===== config.mk =====
export PLATFORM = sky130hd
export DESIGN_NAME = writeback_queue
export DESIGN_NICKNAME = d
export VERILOG_FILES = /design/src/rtl/writeback_queue.sv
export SDC_FILE = /design/constraint.sdc
export NUM_CORES = 1
export LEC_CHECK = 0
export BUFFER_PORTS_ARGS = -buffer_cell sky130_fd_sc_hd__buf_2
export CAP_MARGIN = 25
export CORE_MARGIN = 4
export CORE_UTILIZATION = 50
export DETAILED_ROUTE_END_ITERATION = 6
export PLACE_DENSITY_LB_ADDON = 0.3
export SYNTH_ARGS = -nofsm -noshare
export SYNTH_HDL_FRONTEND = slang
export SYNTH_SLANG_ARGS = --single-unit

===== constraint.sdc =====
create_clock -name clk_i -period 19.2 [get_ports clk_i]
set_input_delay 1.92 -clock clk_i [delete_from_list [all_inputs] [get_ports clk_i]]
set_output_delay 1.92 -clock clk_i [all_outputs]
set_load 0.03 [all_outputs]

===== src/rtl/writeback_queue.sv =====
// -----------------------------------------------------------------------------
// writeback_queue
//
// In-order commit queue between the MEM stage and the GPR/CSR register files.
// MEM pushes fully decoded uops through a valid/ready handshake. Loads enter
// the queue without data and are filled later by in-order memory responses.
// The head entry is popped into a registered commit stage once its data is
// present, so at most one uop commits per cycle.
//
// Handshake: a uop transfers on the rising clock edge where mem_valid_i and
// mem_ready_o are both high. mem_ready_o depends only on queue occupancy
// (never on mem_valid_i) and is low whenever the queue is full, even if the
// head pops on that same edge.
//
// Ports
//   clk_i, rst_i        clock, asynchronous active-high reset
//   mem_valid_i/ready_o MEM uop handshake
//   mem_rd_i ...        uop fields: rd, GPR write enable, EXE result, load
//   mem_csr_data_i      flag, funct3, byte offset, CSR write enable/addr/data
//   d_m_rvalid_i/rdata_i load response (raw word, in load order)
//   valid_o             a uop commits this cycle
//   gpr_we_o/rd_o/gpr_wdata_o   GPR write port (rd_o is 0 unless gpr_we_o)
//   csr_we_o/csr_waddr_o/csr_wdata_o  CSR write port
//   pending_o           bit r set while an uncommitted GPR write to r is queued
//   count_o             number of occupied entries
//   err_o               sticky: a load response arrived with no load waiting
// -----------------------------------------------------------------------------
module writeback_queue #(
    parameter int DATA_WIDTH     = 32,
    parameter int RF_ADDR_WIDTH  = 5,
    parameter int CSR_ADDR_WIDTH = 12,
    parameter int DEPTH          = 4
) (
    input  logic                             clk_i,
    input  logic                             rst_i,
    input  logic                             mem_valid_i,
    output logic                             mem_ready_o,
    input  logic [RF_ADDR_WIDTH-1:0]         mem_rd_i,
    input  logic                             mem_gpr_we_i,
    input  logic [DATA_WIDTH-1:0]            mem_exe_out_i,
    input  logic                             mem_is_load_i,
    input  logic [2:0]                       mem_funct3_i,
    input  logic [$clog2(DATA_WIDTH/8)-1:0]  mem_byte_off_i,
    input  logic                             mem_csr_we_i,
    input  logic [CSR_ADDR_WIDTH-1:0]        mem_csr_addr_i,
    input  logic [DATA_WIDTH-1:0]            mem_csr_data_i,
    input  logic                             d_m_rvalid_i,
    input  logic [DATA_WIDTH-1:0]            d_m_rdata_i,
    output logic                             valid_o,
    output logic                             gpr_we_o,
    output logic [RF_ADDR_WIDTH-1:0]         rd_o,
    output logic [DATA_WIDTH-1:0]            gpr_wdata_o,
    output logic                             csr_we_o,
    output logic [CSR_ADDR_WIDTH-1:0]        csr_waddr_o,
    output logic [DATA_WIDTH-1:0]            csr_wdata_o,
    output logic [2**RF_ADDR_WIDTH-1:0]      pending_o,
    output logic [$clog2(DEPTH):0]           count_o,
    output logic                             err_o
);

    localparam int PTR_W = $clog2(DEPTH);
    localparam int CNT_W = PTR_W + 1;
    localparam int OFF_W = $clog2(DATA_WIDTH / 8);
    localparam int NREG  = 2 ** RF_ADDR_WIDTH;

    if (!(DATA_WIDTH == 32 || DATA_WIDTH == 64)) begin : g_bad_data_width
        $error("writeback_queue: DATA_WIDTH must be 32 or 64");
    end
    if (DEPTH < 2 || (DEPTH & (DEPTH - 1)) != 0) begin : g_bad_depth
        $error("writeback_queue: DEPTH must be a power of two >= 2");
    end

    // Queue storage. data_q holds the EXE result for non-loads and the raw
    // response word for loads once it has arrived.
    logic [RF_ADDR_WIDTH-1:0]  rd_q       [DEPTH];
    logic [DATA_WIDTH-1:0]     data_q     [DEPTH];
    logic [2:0]                funct3_q   [DEPTH];
    logic [OFF_W-1:0]          off_q      [DEPTH];
    logic [CSR_ADDR_WIDTH-1:0] csr_addr_q [DEPTH];
    logic [DATA_WIDTH-1:0]     csr_data_q [DEPTH];
    logic [DEPTH-1:0]          gpr_we_q;
    logic [DEPTH-1:0]          is_load_q;
    logic [DEPTH-1:0]          csr_we_q;
    logic [DEPTH-1:0]          data_ok_q;

    logic [PTR_W-1:0] head_q, head_d;
    logic [PTR_W-1:0] tail_q, tail_d;
    logic [CNT_W-1:0] count_q, count_d;
    logic             err_q, err_d;

    // Commit stage registers
    logic                      c_valid_q;
    logic                      c_gpr_we_q;
    logic [RF_ADDR_WIDTH-1:0]  c_rd_q;
    logic [DATA_WIDTH-1:0]     c_wdata_q;
    logic                      c_csr_we_q;
    logic [CSR_ADDR_WIDTH-1:0] c_csr_addr_q;
    logic [DATA_WIDTH-1:0]     c_csr_data_q;

    logic full, empty, push, pop;
    logic fill_found, fill, spurious;
    logic [PTR_W-1:0] fill_ptr, scan_idx, pend_idx;
    logic [NREG-1:0]  pending;
    logic [DATA_WIDTH-1:0] head_raw, head_shifted, head_ext, head_wdata;
    logic gpr_we_w;

    assign full        = (count_q == CNT_W'(DEPTH));
    assign empty       = (count_q == '0);
    assign mem_ready_o = !full;
    assign push        = mem_valid_i && !full;
    // A head load still waiting for its data blocks the queue.
    assign pop         = !empty && data_ok_q[head_q];

    // Oldest load still waiting for data. Only entries present before this
    // edge are scanned, so a response can never land in an entry being
    // enqueued on the same edge.
    always_comb begin
        fill_found = 1'b0;
        fill_ptr   = '0;
        scan_idx   = '0;
        for (int i = 0; i < DEPTH; i++) begin
            scan_idx = head_q + PTR_W'(i);
            if (CNT_W'(i) < count_q && is_load_q[scan_idx] &&
                !data_ok_q[scan_idx] && !fill_found) begin
                fill_found = 1'b1;
                fill_ptr   = scan_idx;
            end
        end
    end

    assign fill     = d_m_rvalid_i && fill_found;
    assign spurious = d_m_rvalid_i && !fill_found;

    // Hazard mask over occupied entries; x0 never counts as a destination.
    always_comb begin
        pending  = '0;
        pend_idx = '0;
        for (int i = 0; i < DEPTH; i++) begin
            pend_idx = head_q + PTR_W'(i);
            if (CNT_W'(i) < count_q && gpr_we_q[pend_idx] && rd_q[pend_idx] != '0) begin
                pending[rd_q[pend_idx]] = 1'b1;
            end
        end
    end

    // Load extension of the head entry, applied on the way into the commit
    // stage. Sized casts of signed slices give the sign extension.
    assign head_raw     = data_q[head_q];
    assign head_shifted = head_raw >> {off_q[head_q], 3'b000};

    always_comb begin
        head_ext = head_raw;
        case (funct3_q[head_q])
            3'b000:  head_ext = DATA_WIDTH'($signed(head_shifted[7:0]));
            3'b001:  head_ext = DATA_WIDTH'($signed(head_shifted[15:0]));
            3'b010:  head_ext = DATA_WIDTH'($signed(head_shifted[31:0]));
            3'b100:  head_ext = DATA_WIDTH'(head_shifted[7:0]);
            3'b101:  head_ext = DATA_WIDTH'(head_shifted[15:0]);
            3'b011:  head_ext = (DATA_WIDTH == 64) ? head_shifted : head_raw;
            3'b110:  head_ext = (DATA_WIDTH == 64) ? DATA_WIDTH'(head_shifted[31:0]) : head_raw;
            default: head_ext = head_raw;
        endcase
    end

    assign head_wdata = is_load_q[head_q] ? head_ext : head_raw;

    always_comb begin
        head_d  = pop  ? head_q + 1'b1 : head_q;
        tail_d  = push ? tail_q + 1'b1 : tail_q;
        err_d   = err_q | spurious;
        count_d = count_q;
        case ({push, pop})
            2'b10:   count_d = count_q + 1'b1;
            2'b01:   count_d = count_q - 1'b1;
            default: count_d = count_q;
        endcase
    end

    // Queue state. Push and fill never target the same slot: the fill
    // target is an occupied entry, the push target is free.
    always_ff @(posedge clk_i or posedge rst_i) begin
        if (rst_i) begin
            head_q    <= '0;
            tail_q    <= '0;
            count_q   <= '0;
            err_q     <= 1'b0;
            gpr_we_q  <= '0;
            is_load_q <= '0;
            csr_we_q  <= '0;
            data_ok_q <= '0;
            for (int i = 0; i < DEPTH; i++) begin
                rd_q[i]       <= '0;
                data_q[i]     <= '0;
                funct3_q[i]   <= '0;
                off_q[i]      <= '0;
                csr_addr_q[i] <= '0;
                csr_data_q[i] <= '0;
            end
        end else begin
            head_q  <= head_d;
            tail_q  <= tail_d;
            count_q <= count_d;
            err_q   <= err_d;
            if (push) begin
                rd_q[tail_q]       <= mem_rd_i;
                data_q[tail_q]     <= mem_exe_out_i;
                funct3_q[tail_q]   <= mem_funct3_i;
                off_q[tail_q]      <= mem_byte_off_i;
                csr_addr_q[tail_q] <= mem_csr_addr_i;
                csr_data_q[tail_q] <= mem_csr_data_i;
                gpr_we_q[tail_q]   <= mem_gpr_we_i;
                is_load_q[tail_q]  <= mem_is_load_i;
                csr_we_q[tail_q]   <= mem_csr_we_i;
                data_ok_q[tail_q]  <= !mem_is_load_i;
            end
            if (fill) begin
                data_q[fill_ptr]    <= d_m_rdata_i;
                data_ok_q[fill_ptr] <= 1'b1;
            end
        end
    end

    // Commit stage: holds the popped uop for exactly one cycle, zero otherwise.
    always_ff @(posedge clk_i or posedge rst_i) begin
        if (rst_i) begin
            c_valid_q    <= 1'b0;
            c_gpr_we_q   <= 1'b0;
            c_rd_q       <= '0;
            c_wdata_q    <= '0;
            c_csr_we_q   <= 1'b0;
            c_csr_addr_q <= '0;
            c_csr_data_q <= '0;
        end else if (pop) begin
            c_valid_q    <= 1'b1;
            c_gpr_we_q   <= gpr_we_q[head_q];
            c_rd_q       <= rd_q[head_q];
            c_wdata_q    <= head_wdata;
            c_csr_we_q   <= csr_we_q[head_q];
            c_csr_addr_q <= csr_addr_q[head_q];
            c_csr_data_q <= csr_data_q[head_q];
        end else begin
            c_valid_q    <= 1'b0;
            c_gpr_we_q   <= 1'b0;
            c_rd_q       <= '0;
            c_wdata_q    <= '0;
            c_csr_we_q   <= 1'b0;
            c_csr_addr_q <= '0;
            c_csr_data_q <= '0;
        end
    end

    assign gpr_we_w    = c_valid_q && c_gpr_we_q && (c_rd_q != '0);
    assign valid_o     = c_valid_q;
    assign gpr_we_o    = gpr_we_w;
    assign rd_o        = gpr_we_w ? c_rd_q : '0;
    assign gpr_wdata_o = c_wdata_q;
    assign csr_we_o    = c_valid_q && c_csr_we_q;
    assign csr_waddr_o = c_csr_addr_q;
    assign csr_wdata_o = c_csr_data_q;
    assign pending_o   = pending;
    assign count_o     = count_q;
    assign err_o       = err_q;

endmodule


==> flow_metrics.env <==
export IMPL_syn_area_mm2=0.0226
export IMPL_hp_class="reg2reg"
export IMPL_yosysWarningCount=0
export IMPL_worstPathCellList="inv_2 -> nand2_1 -> o21ai_0 -> nor4_2 -> a22oi_1 -> nand2_1 -> buf_2"
export IMPL_grt_util_met1=0.348
export IMPL_synthCells=1745
export IMPL_yosysSeqAreaShare=0.501
export IMPL_via_count=15500
export IMPL_rsz0062_at_grt="no"
export IMPL_crit_path_top_delay_cell="dfrtp_4"
export IMPL_design_area_mm2=0.0260
export IMPL_grt_max_degree=117
export IMPL_p_clk_frac=0.490
export IMPL_p_seq_frac=0.487
export IMPL_grt_busiest_layer="met2"
export IMPL_cp_max_fo=71
export IMPL_drt_initial_drc_count=1219
export IMPL_die_h_um=221
export IMPL_setup_viol=0
export IMPL_worstSetupEndpointType="output port"
export IMPL_clkTransAtPathRegs_ns=0.06
export IMPL_cts_buffer_depth=3
export IMPL_maxSlewHeadroom=0.304
export IMPL_fin_setup_tns_ns=0
export IMPL_syn_avg_cell_area_um2=12.9
export IMPL_grt_pass1_vias=16000
export IMPL_antenna_found_initial=13
export IMPL_sw_frac_of_total=0.214
export IMPL_power_switching_uw=418
export IMPL_grtUsageMet2=0.402
export IMPL_die_x_um=221
export IMPL_max_clock_freq_mhz=173
export IMPL_clock_sinks=452
export IMPL_place_congestion=0.919
export IMPL_synth_edf_count=0
export IMPL_synth_cell_types=57
export IMPL_path_common_cell="nand2_1"
export IMPL_hpwl_mm=39.0
export IMPL_cp_data_required_time_ns=17.28
export IMPL_routed_wire_length_per_instance_um=23.5
export IMPL_synth_top_flop_cell="dfrtp_1"
export IMPL_io_pins=246
export IMPL_routed_wl_mm=60.9
export IMPL_drv_cap=0
export IMPL_worst_setup_path_start_kind="flip-flop"
export IMPL_synth_area_leaders="dfrtp_1, mux2_2, mux4_2, mux2_1, mux2i_1"
export IMPL_viasPerCell=5.98
export IMPL_path_class="reg2out"
export IMPL_combPwrFrac=0.023
export IMPL_drt_first_pass_iters=6
export IMPL_p_int_uw=1540
export IMPL_final_util=0.585
export IMPL_cts_buffers=49
export IMPL_synth_seq_cells=452
export IMPL_core_mm2=0.0444
export IMPL_leakage_uw=0.0130
export IMPL_post_dp_cell_area_mm2=0.0243
export IMPL_hold_viol_final=0
export IMPL_slew_violations=0
export IMPL_worstPathArrival_ns=3.87
export IMPL_grt_pass1_wl_mm=94.8
export IMPL_clk_insertion_delay_late_ns=0.59
export IMPL_worst_clock_skew_ns=0.0243
export IMPL_drive_gt1_frac=0.408
export IMPL_ctsHoldBuffers=0
export IMPL_ir_drop_uv=81.9
export IMPL_finalCritPeriodShare=0.302
export IMPL_track_usage=0.251
export IMPL_port_buffers=244
export IMPL_worst_path_largest_cell_delay_ns=1.02
export IMPL_yosys_area_top_type="dfrtp_1"
export IMPL_gr_usage_met3=0.0503
export IMPL_grt_overflow_total=0
export IMPL_cts_tree="built"
export IMPL_outcome="completed"
export IMPL_synthToLayoutAreaGrowth_pct=15.1
export IMPL_powerDensity_mw_per_mm2=75.2
export IMPL_synth_top_cell_area_share=0.501
export IMPL_root_buffer="clkbuf_16"
export IMPL_cts_max_level=2
export IMPL_post_cts_buffers=0
export IMPL_drc_errors=0
export IMPL_fin_crit_ns=5.79
export IMPL_fp_row_count=77
export IMPL_tightest_slew_ns=1.04
export IMPL_fp_dieArea_mm2=0.0487
export IMPL_nNetsFinal=2091
export IMPL_ys_async_sr_fraction=1.00
export IMPL_post_cts_resized=0
export IMPL_ant_nets=0
export IMPL_start_util=0.509
export IMPL_synth_nets=1879
-- per-stage QoR --
step | hold slack (ns) | total power [uW] | instances | worst slack [ns]
6_report | 0.497 | 1960 | 2592 | 13.41
4_1_cts | 0.500 | 1980 | 2584 | 13.44
5_1_grt | 0.509 | 2020 | 2591 | 13.16
3_3_place_gp | 0.481 | 1010 | 2493 | 13.80
3_5_place_dp | 0.489 | 1020 | 2495 | 13.69
2_1_floorplan | 0.464 | 986 | 1745 | 4.68
-- synthesized netlist by cell type, types with 12 or more instances --
cell type  instances
a21oi_1           18
a221oi_1          14
a22oi_1           49
and2_1            50
and3_1            14
buf_1             16
buf_2             20
buf_4             16
clkbuf_1          52
dfrtp_1          452
inv_1             13
mux2_1            89
mux2_2           354
mux2i_1           69
mux4_2            78
nand2_1          113
nand2b_1          17
nand3_1           50
nor2_1            73
nor3_1            13
o21ai_0           70
o21ai_1           19
o22ai_1           12
-- area by class of cell --
| cell class | count | area [um2] |
|---|---|---|
| sequential | 452 | 11300 |
| clock inverter | 20 | 249 |
| timing repair buffer | 269 | 1490 |
| clock buffer | 69 | 1390 |
| fill | 3538 | 18400 |
| multi-input combinational | 1171 | 10700 |
| antenna | 5 | 12.5 |
| inverter | 14 | 60.1 |
| tap | 592 | 741 |
-- flip-flops by register name, summed over array words and instances, names as in the netlist, 2 cells and up --
name,count
csr_data_q,128
data_q,128
csr_addr_q,48
csr_wdata_o,32
gpr_wdata_o,32
rd_q,20
csr_waddr_o,12
funct3_q,12
off_q,8
c_rd_q,5
csr_we_q,4
data_ok_q,4
gpr_we_q,4
is_load_q,4
count_o,3
head_q,2
tail_q,2
-- critical path, delay by kind of cell, from the launching register on --
kind	cells	cell delay, ns
flops	1	1.02
buf+inv	2	0.60
compound gates	2	0.47
simple gates	3	1.18
-- logic make-up (layout without fill, tap and decap cells) --
logic type,Yosys count,in the layout,share of synthesized area
AOI/OAI and AO/OA,216,216,0.0629
xor gates and xnor gates,6,6,0.00233
and+or+nand+nor,349,349,0.0745
adders and majority gates,9,9,0.00498
DFF,452,452,0.501
muxes,590,590,0.329
buffers and inverters,122,372,0.0254
other,1,6,0.000166
-- path summary, 6_finish.rpt --
path                                              end  slack (ns)  depth (start not counted)                  startpoint
min in group asynchronous         rd_q[2]$_DFFE_PP0P_        1.47                          2                       rst_i
min                        csr_addr_q[22]$_DFFE_PP0P_        0.50                          1  csr_addr_q[22]$_DFFE_PP0P_
max in group asynchronous   csr_wdata_o[11]$_DFF_PP0_       15.20                          7                       rst_i
min reg2reg                csr_addr_q[22]$_DFFE_PP0P_        0.50                          1  csr_addr_q[22]$_DFFE_PP0P_
max reg2reg                      data_q[49]$_DFF_PP0_       14.58                          9       head_q[0]$_DFFE_PP0P_
max                                      pending_o[3]       13.41                          7       head_q[1]$_DFFE_PP0P_
-- routing by layer --
metal / vias up / part of all wire
met3: 114 / 0.067
met1: 8041 / 0.43
met2: 503 / 0.48
met4: 12 / 0.025
met5: - / 0.0011
li1: 6836 / -
-- power by group through the flow --
stage                     Sequential [uW]  Clock, uW  Combinational [uW]
after CTS                             953        979                45.4
after detailed placement              970          0                45.2
final                                 953        958                45.6
after floorplan                       971          0                15.5
after global routing                  952       1020                51.8
after global placement                970          0                43.6
-- placed cells by master, fill, tap and decap left out, drive strengths merged, types with 3 or more instances in the layout --
cell / instances
nor2: 75
inv: 16
mux2: 443
diode: 5
bufinv: 5
o21a: 6
mux4: 78
clkbuf: 69
nand3: 50
mux2i: 69
xnor2: 6
a22oi: 49
a32oi: 3
buf: 269
and2: 50
nor3: 16
a221oi: 15
nand2b: 17
o21ai: 90
o211ai: 4
ha: 9
or2: 6
o22ai: 13
and3: 14
dfrtp: 452
nand2: 114
a22o: 7
clkinv: 11
a21oi: 19
Power figures use the tool's default switching activity.
